--- src/rtl/clkdiv_ctrl.sv ---
// Programmable divide-by-N toggle controller with start/run/clean-stop
// sequencing and boundary-aligned ratio updates over a valid/ready port.
module clkdiv_ctrl #(
  parameter int CNT_W       = 8,
  parameter int DEFAULT_DIV = 3
) (
  input  logic             clk,
  input  logic             reset,
  input  logic             en,
  input  logic             cfg_valid,
  input  logic [CNT_W-1:0] cfg_div,
  output logic             cfg_ready,
  output logic             cfg_err,
  output logic [CNT_W-1:0] cur_div,
  output logic             busy,
  output logic             q,
  output logic             tick
);
  typedef enum logic [1:0] {IDLE, RUN, DRAIN} state_t;

  localparam logic [CNT_W-1:0] ONE = CNT_W'(1);

  state_t           state;
  logic [CNT_W-1:0] counter;
  logic [CNT_W-1:0] pend_div;
  logic             pend_vld;
  logic             xfer, div_ok, wrap, kill, leave;

  assign cfg_ready = !pend_vld;
  assign busy      = (state != IDLE);
  assign xfer      = cfg_valid && cfg_ready;
  assign div_ok    = xfer && (cfg_div != '0);
  assign wrap      = (state != IDLE) && (counter == cur_div - ONE);
  // kill: stop request while q is low, leave immediately without a toggle.
  // leave: the wrap that brings q low while stopping.
  assign kill      = (state == RUN) && !en && !q;
  assign leave     = !kill && wrap && ((state == DRAIN) || !en);

  always_ff @(posedge clk) begin
    if (reset) begin
      state    <= IDLE;
      counter  <= '0;
      q        <= 1'b0;
      tick     <= 1'b0;
      cfg_err  <= 1'b0;
      cur_div  <= CNT_W'(DEFAULT_DIV);
      pend_div <= '0;
      pend_vld <= 1'b0;
    end else begin
      tick    <= 1'b0;
      cfg_err <= xfer && (cfg_div == '0);
      case (state)
        IDLE: begin
          counter <= '0;
          q       <= 1'b0;
          if (div_ok) cur_div <= cfg_div;
          if (en) state <= RUN;
        end
        default: begin
          if (kill) begin
            counter <= '0;
          end else if (wrap) begin
            counter <= '0;
            q       <= ~q;
            tick    <= 1'b1;
          end else begin
            counter <= counter + ONE;
          end

          if (kill || leave) begin
            // Entering IDLE: any outstanding ratio takes effect now.
            state    <= IDLE;
            pend_vld <= 1'b0;
            if (pend_vld)    cur_div <= pend_div;
            else if (div_ok) cur_div <= cfg_div;
          end else begin
            if ((state == RUN) && !en) state <= DRAIN;
            if (wrap && pend_vld) begin
              cur_div  <= pend_div;
              pend_vld <= 1'b0;
            end else if (div_ok) begin
              pend_div <= cfg_div;
              pend_vld <= 1'b1;
            end
          end
        end
      endcase
    end
  end
endmodule
--- config.mk ---
export PLATFORM = sky130hd
export DESIGN_NAME = clkdiv_ctrl
export DESIGN_NICKNAME = d
export VERILOG_FILES = /design/src/rtl/clkdiv_ctrl.sv
export SDC_FILE = /design/constraint.sdc
export NUM_CORES = 1
export LEC_CHECK = 0
export BUFFER_PORTS_ARGS = -buffer_cell sky130_fd_sc_hd__buf_2
export CAP_MARGIN = 40
export CORE_UTILIZATION = 55
export DETAILED_ROUTE_END_ITERATION = 8
export PLACE_DENSITY = 0.78
export SYNTH_ARGS = -nofsm -noshare
export SYNTH_HDL_FRONTEND = slang
export SYNTH_SLANG_ARGS = --single-unit
--- constraint.sdc ---
create_clock -name clk -period 3 [get_ports clk]
set_input_delay 0.3 -clock clk [delete_from_list [all_inputs] [get_ports clk]]
set_output_delay 0.3 -clock clk [all_outputs]
set_load 0.02 [all_outputs]
==> flow_summary.yaml <==
run_status:
  status: "complete, no violations"
cells_and_area:
  antenna_cells: 0
  multi_input_combinational_cell_area_sq_um: 873
  mostFrequentLayoutCells: "nor2_1 (28), dfxtp_1 (28), buf_2 (24)"
  fin_nets: 217
  layout-drive-gt1-share_pct: 22.3
  layout.filler_cells: 219
  seqCellArea_sq_um: 606
  area_growth_pct: 14.4
sta:
  setup_ws_ns: 0.264
  worst_pin_slew_ns: 0.610
  layout_worst_path_cycle_share_pct: 91.2
  timing.final.crit_period_ns: 2.74
  timing.final.max_slew_violations: 0
  timing.max_slew.rel_slack_pct: 59.3
  fmaxAchievable_ghz: 0.365
  setup_viol_count_final: 0
  finalClockSkew_ns: 0.0107
  finalHoldViolCount: 0
synthesis:
  synthArstFlopShare_pct: 0
  avgSynthCellArea_sq_um: 8.77
  seq_cells_post_synth: 30
  synth-edff-count: 0
  post_synth_instance_area_sq_mm: 0.00153
  synth_warnings: 0
  library_cells_used_by_synthesis: 41
  synth_seq_area_share_pct: 39.4
  primary_flip_flop_cell_chosen_by_synthesis_mapping: "dfxtp_1"
  synth.net_count: 188
  synthCells: 174
worst_setup_path:
  path_class: "flop to flop"
  worst_ep_required_time_ns: 3.21
  worst_setup_path_end_kind: "flop"
  timing.critical_path.from: "cur_div[0]"
  r2r_slack_ns: 0.26
  end_of_the_worst_register_to_register_path: "cur_div[6]"
  worstPathMaxFanout: 8
  arrival_time_of_the_worst_setup_path_ns: 2.95
  r2r-start: "cur_div[0]"
  cp-endpoint: "cur_div[6]"
  start_kind: "flop"
  worst_r2r_path_depth: 11
placement:
  pre_cts_ws_ns: 0.0873
  dpl.hpwl_microns: 2360
  finalWeightedCongestion: 0.931
  port_buffers: 24
drt:
  remaining_drc_errors: 0
  first_drt_iteration_drcs: 46
  post_drt_wl_per_cell_microns: 13.8
  drt-met1-wl_microns: 1460
  top_signal_layer_used: "met4"
  drt-total-wl_microns: 3200
  met3WireLength_microns: 239
  detail-route-antenna-nets: 0
  detailroute.wirelength.met2_microns: 1450
  first_drt_pass_iteration_count: 4
  viasPerCell: 5.90
  detailroute.via_count: 1368
clock_network:
  numCtsBuffers: 5
  clockBufferDepth: 2
  clock_tree_from_tritoncts: "yes"
  htreeDepth: 2
  clock_tree.root_cell: "clkbuf_4"
  tritoncts_sinks: 30
  clkLatencyLatePin_ns: 0.32
  clk_pin_slew_worst_paths_ns: 0.09
grt:
  grt.total_usage_pct: 24.8
  number_of_global_route_vias_before_repair: 1157
  grt.overflow.total: 0
  antenna_violations_before_repair: 0
  pin_count_of_the_biggest_net_entering_global_routing: 23
  first_pass_grt_wire_length_microns: 5200
floorplan:
  dieHeight_microns: 54.7
  floorplan.core_area_sq_mm: 0.00254
  total_die_area_sq_mm: 0.00299
  design.portCount: 25
  num_rows: 18
  floorplan.initialDensity_pct: 59.9
  die_width_microns: 54.7
power_and_ir_drop:
  worst_voltage_drop_across_the_vdd_grid_mv: 0.345
  fin_total_pwr_uw: 830
  power_per_cell_area_mw_per_mm2: 476
  leakagePower_nw: 0.719
hold_path:
  kind_of_path_behind_the_tightest_hold_check: "primary input to flop"
run:
  maxCapViolCount: 0
==> through the flow <==
| stage | cell area, sq um | util (%) | std cells | TNS, ns | hold slack [ns] |
|---|---|---|---|---|---|
| 2_1_floorplan | 1530 | - | 174 | 0 | 0.447 |
| 3_3_place_gp | 1660 | 65.2 | 223 | 0 | 0.480 |
| 3_5_place_dp | 1660 | 65.2 | 223 | 0 | 0.480 |
| 4_1_cts | 1710 | 67.3 | 229 | 0 | 0.238 |
| 5_1_grt | 1740 | 68.5 | 232 | -0.0179 | 0.252 |
| 6_report | 1740 | 68.5 | 232 | 0 | 0.244 |
==> Yosys cell counts (all sizes together) (4+ instances only) <==
| library cell | number | area (sq um) |
|---|---|---|
| nand3 | 9 | 45.0 |
| xnor2 | 5 | 43.8 |
| inv | 7 | 26.3 |
| a21oi | 10 | 53.8 |
| and3 | 4 | 25.0 |
| mux2i | 7 | 70.1 |
| dfxtp | 30 | 601 |
| nor2 | 28 | 105 |
| nand2 | 10 | 37.5 |
| nor3 | 4 | 20.0 |
| xor2 | 10 | 87.6 |
| clkbuf | 5 | 18.8 |
| o21bai | 4 | 30.0 |
==> worst max-delay path, stage by stage, from the launching register on <==
cell and delay [ns]:
dfxtp_4 0.39, inv_1 0.06, ha_1 0.24, o21ba_2 0.22
a221oi_1 0.28, a41oi_1 0.11, a2111oi_4 0.29, buf_4 0.19
a31oi_4 0.13, and3_2 0.29, a222oi_1 0.36, nor2_1 0.07
==> how the worst min path moves through the flow <==
stage | cells after the start | end | slack (ns) | startpoint
2_1_floorplan | 2 | pend_div[5] | 0.45 | cfg_div[5]
3_3_place_gp | 1 | cur_div[0] | 0.48 | pend_div[0]
3_5_place_dp | 2 | pend_div[2] | 0.48 | pend_div[2]
4_1_cts | 3 | cfg_err | 0.24 | cfg_valid
5_1_grt | 3 | pend_div[1] | 0.25 | cfg_div[1]
6_report | 3 | cfg_err | 0.24 | cfg_valid
==> metal layers <==
layer | up-vias | GRT usage (%)
li1 | 679 | -
met5 | - | 0
met1 | 621 | 32.2
met2 | 61 | 36.1
met3 | 7 | 9.44
met4 | 0 | 10.3
==> cells by family after synthesis <==
| logic type | synth area share [%] |
|---|---|
| muxes | 4.59 |
| adders and majority gates | 1.64 |
| xor gates and xnor gates | 8.61 |
| AOI/OAI and AO/OA | 19.7 |
| buffers and inverters | 3.69 |
| DFF | 39.4 |
| and+or+nand+nor | 22.4 |
==> registers in the layout (all words and copies together), names as in the netlist <==
signal    flops
tick          1
counter       8
cfg_err       1
pend_vld      1
state         2
pend_div      8
cur_div       8
q             1
==> power by group <==
part	total, mW	internal (mW)	switching, mW	leakage (nW)
sequential	0.433	0.414	0.0190	0.244
combinational	0.163	0.0702	0.0933	0.445
clock	0.233	0.105	0.128	0.0302
==> layout make-up <==
type	count	share of cell area [%]
Timing Repair Buffer	28	8.61
Tap cell	30	2.15
Clock buffer	6	2.94
Sequential cell	30	34.7
Multi-Input combinational cell	131	50.1
Inverter	7	1.51
==> what timing repair did <==
action                     in CTS  in global routing
gates resized for setup         0                  5
hold buffers                    0                  0
setup endpoints to repair       0                 16
setup buffers                   0                  3
(Power assumes the default switching activity.)
